File: src/rtl/ahb_lite_master.sv
// AHB-Lite initiator: core req/gnt/rvalid port to pipelined SINGLE/NONSEQ AHB transfers.
// Misaligned requests ride the pipeline as IDLE beats so their error stays in order.
module ahb_lite_master #(
  parameter int AWIDTH = 32,
  parameter int DWIDTH = 32
) (
  input  logic              hclk,
  input  logic              hreset,
  input  logic              req_i,
  input  logic              we_i,
  input  logic [1:0]        size_i,
  input  logic [AWIDTH-1:0] addr_i,
  input  logic [DWIDTH-1:0] wdata_i,
  output logic              gnt_o,
  output logic              rvalid_o,
  output logic [DWIDTH-1:0] rdata_o,
  output logic              err_o,
  output logic [1:0]        htrans_o,
  output logic              hwrite_o,
  output logic [2:0]        hsize_o,
  output logic [2:0]        hburst_o,
  output logic [AWIDTH-1:0] haddr_o,
  output logic [DWIDTH-1:0] hwdata_o,
  input  logic [DWIDTH-1:0] hrdata_i,
  input  logic              hready_i,
  input  logic              hresp_i
);

  logic              aph_valid_q, aph_valid_d;
  logic              aph_bad_q,   aph_bad_d;
  logic [AWIDTH-1:0] aph_addr_q,  aph_addr_d;
  logic              aph_write_q, aph_write_d;
  logic [1:0]        aph_size_q,  aph_size_d;
  logic [DWIDTH-1:0] aph_wdata_q, aph_wdata_d;

  logic              dph_valid_q, dph_valid_d;
  logic              dph_bad_q,   dph_bad_d;
  logic              dph_write_q, dph_write_d;
  logic [DWIDTH-1:0] dph_wdata_q, dph_wdata_d;

  logic              rvalid_q, rvalid_d;
  logic              err_q,    err_d;
  logic [DWIDTH-1:0] rdata_q,  rdata_d;

  logic              req_bad;

  assign gnt_o   = req_i && (!aph_valid_q || hready_i);
  assign req_bad = (size_i == 2'd3) ||
                   ((size_i == 2'd1) && addr_i[0]) ||
                   ((size_i == 2'd2) && (addr_i[1:0] != 2'b00));

  always_comb begin
    aph_valid_d = aph_valid_q;
    aph_bad_d   = aph_bad_q;
    aph_addr_d  = aph_addr_q;
    aph_write_d = aph_write_q;
    aph_size_d  = aph_size_q;
    aph_wdata_d = aph_wdata_q;
    dph_valid_d = dph_valid_q;
    dph_bad_d   = dph_bad_q;
    dph_write_d = dph_write_q;
    dph_wdata_d = dph_wdata_q;
    rvalid_d    = 1'b0;
    err_d       = 1'b0;
    rdata_d     = rdata_q;

    if (hready_i) begin
      dph_valid_d = aph_valid_q;
      dph_bad_d   = aph_bad_q;
      dph_write_d = aph_write_q;
      dph_wdata_d = aph_wdata_q;
      aph_valid_d = 1'b0;
    end

    // gnt implies APH is free or being drained this edge
    if (gnt_o) begin
      aph_valid_d = 1'b1;
      aph_bad_d   = req_bad;
      aph_addr_d  = addr_i;
      aph_write_d = we_i;
      aph_size_d  = size_i;
      aph_wdata_d = wdata_i;
    end

    if (dph_valid_q && hready_i) begin
      rvalid_d = 1'b1;
      err_d    = hresp_i || dph_bad_q;
      if (!dph_write_q) rdata_d = hrdata_i;
    end
  end

  always_ff @(posedge hclk or posedge hreset) begin
    if (hreset) begin
      aph_valid_q <= 1'b0;
      aph_bad_q   <= 1'b0;
      aph_addr_q  <= '0;
      aph_write_q <= 1'b0;
      aph_size_q  <= 2'd0;
      aph_wdata_q <= '0;
      dph_valid_q <= 1'b0;
      dph_bad_q   <= 1'b0;
      dph_write_q <= 1'b0;
      dph_wdata_q <= '0;
      rvalid_q    <= 1'b0;
      err_q       <= 1'b0;
      rdata_q     <= '0;
    end else begin
      aph_valid_q <= aph_valid_d;
      aph_bad_q   <= aph_bad_d;
      aph_addr_q  <= aph_addr_d;
      aph_write_q <= aph_write_d;
      aph_size_q  <= aph_size_d;
      aph_wdata_q <= aph_wdata_d;
      dph_valid_q <= dph_valid_d;
      dph_bad_q   <= dph_bad_d;
      dph_write_q <= dph_write_d;
      dph_wdata_q <= dph_wdata_d;
      rvalid_q    <= rvalid_d;
      err_q       <= err_d;
      rdata_q     <= rdata_d;
    end
  end

  assign htrans_o = (aph_valid_q && !aph_bad_q) ? 2'b10 : 2'b00;
  assign haddr_o  = aph_addr_q;
  assign hwrite_o = aph_write_q;
  assign hsize_o  = {1'b0, aph_size_q};
  assign hburst_o = 3'b000;
  assign hwdata_o = dph_wdata_q;
  assign rvalid_o = rvalid_q;
  assign err_o    = err_q;
  assign rdata_o  = rdata_q;

endmodule

File: config.mk
export PLATFORM = sky130hd
export DESIGN_NAME = ahb_lite_master
export DESIGN_NICKNAME = d
export VERILOG_FILES = /design/src/rtl/ahb_lite_master.sv
export SDC_FILE = /design/constraint.sdc
export NUM_CORES = 1
export LEC_CHECK = 0
export CORE_MARGIN = 5
export CORE_UTILIZATION = 33
export DETAILED_ROUTE_END_ITERATION = 10
export GPL_TIMING_DRIVEN = 0
export HOLD_SLACK_MARGIN = 0.1
export PLACE_DENSITY = 0.61
export SLEW_MARGIN = 30
export SYNTH_ARGS = -nofsm -noshare
export SYNTH_HDL_FRONTEND = slang
export SYNTH_SLANG_ARGS = --single-unit
File: constraint.sdc
create_clock -name hclk -period 4.8 [get_ports hclk]
set_clock_uncertainty 0.2 [all_clocks]
set_input_delay 0.48 -clock hclk [delete_from_list [all_inputs] [get_ports hclk]]
set_output_delay 0.48 -clock hclk [all_outputs]
set_load 0.01 [all_outputs]
==> results of run 1 <==
## layout make-up
cell class,instances,area share [%]
flip-flops and latches,138,41.8
repair buffers,206,25.1
multi-input cells,149,21.2
clock buffers,23,5.66
well taps,216,3.27
plain buffers,20,1.85
clock inverters,8,0.862
inverters,3,0.227
## critical path, delay by kind of cell
| kind | cells | cell delay (ns) |
|---|---|---|
| simple gates | 1 | 0.12 |
| buf+inv | 4 | 1.33 |
## routing by layer
metal	share of wire (%)	vias up
met5	0	-
met4	1.4	0
met3	9.0	15
met2	49	133
met1	41	1615
li1	-	1512
## kinds of logic (layout without fill, tap and decap cells)
| group | Yosys count | after routing | synth area share, % |
|---|---|---|---|
| DFF | 138 | 138 | 64.4 |
| muxes | 135 | 135 | 31.1 |
| buffers and inverters | 23 | 260 | 3.06 |
| and+or+nand+nor | 6 | 6 | 0.887 |
| AOI/OAI and AO/OA | 3 | 3 | 0.397 |
| other | 1 | 5 | 0.0700 |
## metrics by stage
stage	hold WS [ns]	utilization (%)	cell area, µm²	total power (W)	cells
final	0.246	52.1	8270	0.00371	763
after global routing	0.232	52.1	8270	0.00390	763
after CTS	0.228	52.1	8270	0.00378	763
after detailed placement	0.286	48.7	7730	0.00255	732
after global placement	0.280	48.4	7700	0.00252	731
after floorplan	0.260	-	5370	0.00198	310
## worst paths after layout
check / cells past startpoint / to
max: 5 / gnt_o
min: 2 / rvalid_o$_DFF_PP0_
max reg2reg: 5 / aph_wdata_q[16]$_DFFE_PP0P_
min reg2reg: 1 / hwdata_o[18]$_DFFE_PP0P_
max in group asynchronous: 3 / aph_wdata_q[28]$_DFFE_PP0P_
min in group asynchronous: 2 / aph_wdata_q[17]$_DFFE_PP0P_
## report_power, final
part	total, W	switching (W)	internal (W)
clock network	0.00119	0.000458	0.000733
registers	0.00153	0.000123	0.00140
logic	0.000991	0.000331	0.000660
total	0.00371	0.000912	0.00279
## synth_stat cells
cell type  instances
dfrtp_1          138
mux2_2            94
mux2_4            40
buf_2              8
buf_4              6
buf_6              6
inv_1              3
nand2b_1           2
o21a_1             2
and2_4             1
conb_1             1
mux2i_1            1
nand2_2            1
nand2b_4           1
nor2b_1            1
o22ai_1            1
## sequential cells by signal (all words and copies together), names as in the netlist
register,cells
aph_bad_q,1
aph_size_q,2
aph_valid_q,1
aph_wdata_q,32
dph_bad_q,1
dph_valid_q,1
dph_write_q,1
err_o,1
haddr_o,32
hwdata_o,32
hwrite_o,1
rdata_o,32
rvalid_o,1
==> results.json, run 1 <==
{
  "layout-drive-gt1-share_pct": 34.0,
  "finalMaxSlewViolations": 0,
  "antenna_found_initial": 0,
  "grtUsageMet1_pct": 16.4,
  "critPathSlowestCell": "clkdlybuf4s50_1",
  "crit_fanout": 10,
  "r2r_slack_ns": 3.19,
  "core-area_um2": 15900,
  "top_usage_layer": "met2",
  "yosys_register_bits": 138,
  "diodes": 0,
  "hold_path_class": "in -> reg",
  "hpwl_um": 9500,
  "hold_buffers": 0,
  "cts.sinks": 138,
  "fillerInstances": 1380,
  "end_kind": "output pin",
  "track_usage_pct": 13.8,
  "first_global_vias": 3804,
  "nets": 639,
  "gp_congestion": 0.727,
  "synth_top_cell_by_area": "dfrtp_1",
  "setup_viol": 0,
  "final-seq-area_um2": 3450,
  "rsz0062_at_grt": "false",
  "reg2reg_from": "aph_valid_q$_DFFE_PP0P_",
  "relSlewSlack_pct": 63.8,
  "clk_latency_ns": 0.41,
  "detail_route.wl_per_cell_um": 16.7,
  "die_area_um2": 18900,
  "syn_inst": 306,
  "path_common_cell": "clkdlybuf4s50_1",
  "final_common_cell": "clkdlybuf4s50_1",
  "grt_pass1_wl_um": 20100,
  "row_count": 46,
  "initial_core_util_pct": 33.7,
  "gr-total-overflow": 0,
  "vias": 3275,
  "final_cell_mix": "clkdlybuf4s50_1 (205), dfrtp_1 (138), mux2_2 (94)",
  "grt_use_met2_pct": 22.3,
  "period_share_pct": 54.2,
  "multiInputGateArea_um2": 1760,
  "drt_first_pass_iters": 3,
  "met3_usage_pct": 6.03,
  "root_buffer": "clkbuf_16",
  "clock_path_buffers": 2,
  "fin_ws_ns": 2.20,
  "start_kind": "primary input",
  "drcViolationCount": 0,
  "preCtsSetupSlack_ns": 2.17,
  "synthTopCellsByArea": "dfrtp_1 (64%), mux2_2 (20%), mux2_4 (11%), buf_6 (1.3%), buf_4 (0.84%)",
  "power_leakage_nw": 3.60,
  "io_buffer_count": 205,
  "path_cells": "clkdlybuf4s50_1 -> nand2_2 -> buf_2 -> inv_1 -> clkdlybuf4s50_1",
  "hold_violations": 0,
  "ios": 212,
  "cp.required_ns": 4.12,
  "power_density_nw_per_um2": 448,
  "antenna_left": 0,
  "grt_start_max_net_pins": 76,
  "die_y_um": 137,
  "crit_start": "req_i",
  "die_w_um": 137,
  "synth_area_um2": 5360,
  "yosysWarnings": 0,
  "numCtsBuffers": 17,
  "drt_iter0_drc": 106,
  "synth_cell_type_count": 16,
  "worst_slew_pin_slew_ns": 0.543,
  "area.growth.synth_to_final_pct": 54.3,
  "vias_per_cell": 4.29,
  "drv_cap": 0,
  "synth_seq_area_share_pct": 64.4,
  "fmax_mhz": 384,
  "outcome": "complete, no violations",
  "cts_resized": 0,
  "slowest_delay_ns": 0.53,
  "cts_tree": "yes",
  "timing.setup.tns_ns": 0,
  "peakVddDrop_v": 0.000208,
  "clkSlewWorstSetupHoldPaths_ns": 0.05,
  "path_class": "in -> out",
  "cts_setup_buffers": 0,
  "period_minus_slack_ns": 2.60,
  "cts_max_level": 4,
  "drt-total-wl_um": 12700,
  "synth.avg_cell_area_um2": 17.5,
  "worstHoldStart": "hready_i",
  "cp_data_arrival_time_ns": 1.92,
  "synth_top_cell_area_share_pct": 64.4
}
Note: power is estimated with default switching activity, not from simulation.
==> inputs of run 2 (changes only) <==
==> constraint.sdc (replaced) <==
create_clock -name hclk -period 2.51 [get_ports hclk]
set_clock_uncertainty 0.2 [all_clocks]
set_input_delay 0.251 -clock hclk [delete_from_list [all_inputs] [get_ports hclk]]
set_output_delay 0.251 -clock hclk [all_outputs]
set_load 0.01 [all_outputs]
==> run 2 against run 1 <==
Register-to-register slack worse by 2.3 ns. Non-clock buffer count is 12 higher. Final area is 2.9% higher. Power is 100% higher. Count of clock-buffer cells in the layout is 4 lower. Combinational power is 97% higher. Via count is 1.9% higher. Critical path depth stayed put. Sequential share of layout area is 1.2 points lower. Largest cell class unchanged. Largest power group unchanged. Highest routed layer unchanged.
==> results.json, run 2 (synthesis results as in run 1) <==
{
  "post-place-cells": 736,
  "rsz0062_at_grt": "false",
  "finalMaxSlewViolations": 0,
  "routed.top_layer": "met4",
  "end_kind": "output pin",
  "gp_congestion": 0.728,
  "timing.setup.tns_ns": 0,
  "layout-drive-gt1-share_pct": 34.8,
  "vias": 3336,
  "power_density_nw_per_um2": 874,
  "setup_viol": 0,
  "final-seq-area_um2": 3450,
  "reg2reg_from": "aph_valid_q$_DFFE_PP0P_",
  "critPathSlowestCell": "clkdlybuf4s50_1",
  "period_share_pct": 93.0,
  "cpLargestDelayFamily": "buffers and inverters",
  "antenna_left": 0,
  "cts_tree": "yes",
  "fmax_mhz": 429,
  "met2_length_um": 6570,
  "clkSlewWorstSetupHoldPaths_ns": 0.06,
  "gr-total-overflow": 0,
  "fillerInstances": 1341,
  "period_minus_slack_ns": 2.33,
  "drt_iter0_drc": 109,
  "crit_start": "aph_valid_q$_DFFE_PP0P_",
  "die_w_um": 137,
  "row_count": 46,
  "outcome": "complete, no violations",
  "die_area_um2": 18900,
  "slowest_delay_ns": 0.55,
  "root_buffer": "clkbuf_16",
  "power_frac_comb_pct": 26.2,
  "p_sw_w": 0.00184,
  "start_kind": "flip-flop",
  "p_int_w": 0.00560,
  "power_frac_seq_pct": 39.2,
  "track_usage_pct": 14.3,
  "drv_cap": 0,
  "cts_max_level": 4,
  "path_buf_inv": 3,
  "multiInputGateArea_um2": 1760,
  "cts.sinks": 138,
  "clk_latency_ns": 0.41,
  "hpwl_um": 9790,
  "drt_first_pass_iters": 4,
  "first_global_vias": 3746,
  "io_buffer_count": 205,
  "final_cell_mix": "clkdlybuf4s50_1 (205), dfrtp_1 (138), mux2_2 (94)",
  "worstHoldStart": "hresp_i",
  "peakVddDrop_v": 0.000609,
  "die_y_um": 137,
  "drcViolationCount": 0,
  "power_leakage_nw": 3.69,
  "crit_fanout": 10,
  "wl_met3_um": 1040,
  "drt-total-wl_um": 13100,
  "vias_per_cell": 4.30,
  "swShare_pct": 24.7,
  "area.growth.synth_to_final_pct": 58.7,
  "clock_path_buffers": 2,
  "grt_pass1_wl_um": 20500,
  "r2r_slack_ns": 0.90,
  "cp.required_ns": 2.06,
  "antenna_found_initial": 0,
  "core-area_um2": 15900,
  "nets": 651,
  "grt_start_max_net_pins": 32,
  "layout.cells.non_filler": 776,
  "hold_violations": 0,
  "p_total_w": 0.00744,
  "path_class": "reg -> out",
  "cts_resized": 0,
  "detail_route.wl_per_cell_um": 16.9,
  "numCtsBuffers": 17,
  "cp_data_arrival_time_ns": 1.88,
  "hold_buffers": 8,
  "initial_core_util_pct": 33.7,
  "ios": 212,
  "diodes": 0,
  "cts_setup_buffers": 0,
  "path_cells": "nand2b_4 -> nand2_2 -> buf_2 -> inv_1 -> clkdlybuf4s50_1",
  "final_common_cell": "clkdlybuf4s50_1",
  "power_frac_clock_pct": 34.7,
  "drt-met1-wl_um": 5270,
  "hold_path_class": "in -> reg"
}
[run 2: cell types whose count changed in the layout (fill, tap and decap cells not counted), sizes merged, moves of 2 or more]
| cell | delta |
|---|---|
| dlygate4sd3 | +8 |
| clkinvlp | +6 |
| buf | +4 |
| clkbuf | -4 |
| clkinv | -4 |
| bufinv | +2 |
[run 2: worst register-to-register path, stage by stage (launching register included)]
cell and delay (ns):
dfrtp_1 0.40, nand2b_4 0.07, nand2_2 0.14, buf_6 0.18, buf_6 0.19, mux2_4 0.32
[run 2: final cells by class]
cell class	instances	share of cell area, %
sequential	138	40.6
tap	216	3.18
multi-input combinational	149	20.7
inverter	3	0.176
clock inverter	13	1.96
buffer	20	1.79
clock buffer	19	5.32
timing repair buffer	218	26.3
[run 2: final timing paths]
check	to	cells past startpoint
max reg2reg	aph_wdata_q[8]$_DFFE_PP0P_	5
min reg2reg	aph_wdata_q[5]$_DFFE_PP0P_	1
max	gnt_o	5
min in group asynchronous	rdata_o[18]$_DFFE_PP0P_	3
max in group asynchronous	hwdata_o[29]$_DFFE_PP0P_	5
min	err_o$_DFF_PP0_	2
[run 2: metal layers]
metal / vias to the layer above / track usage, %
met5: - / 0
met4: 0 / 5.93
met3: 17 / 5.15
met2: 116 / 22.8
met1: 1661 / 17.6
li1: 1542 / -
[run 2: metrics by stage]
| step | worst slack (ns) | util (%) | hold WS, ns | instance area [µm²] |
|---|---|---|---|---|
| floorplan | 0.338 | - | 0.159 | 5380 |
| global placement | -0.876 | 48.5 | 0.280 | 7700 |
| detailed placement | 0.313 | 49.1 | 0.283 | 7810 |
| CTS | 0.121 | 53.6 | 0.224 | 8510 |
| global route | 0.0480 | 53.6 | 0.228 | 8510 |
| finish | 0.176 | 53.6 | 0.248 | 8510 |
[run 2: power by group through the flow]
stage                     Clock [W]  Combinational, W  Sequential [W]
after floorplan                   0          0.000681         0.00310
after global placement            0           0.00190         0.00293
after detailed placement          0           0.00195         0.00295
after CTS                   0.00266           0.00198         0.00292
after global routing        0.00276           0.00207         0.00298
final                       0.00258           0.00195         0.00291
==> inputs of run 3 (changes only) <==
--- a/config.mk
+++ b/config.mk
@@ -15,3 +15,4 @@
 export SYNTH_ARGS = -nofsm -noshare
 export SYNTH_HDL_FRONTEND = slang
 export SYNTH_SLANG_ARGS = --single-unit
+export TNS_END_PERCENT = 30
==> results of run 3 <==
Same layout as run 2: the final DEF is identical, and so are final timing and power.
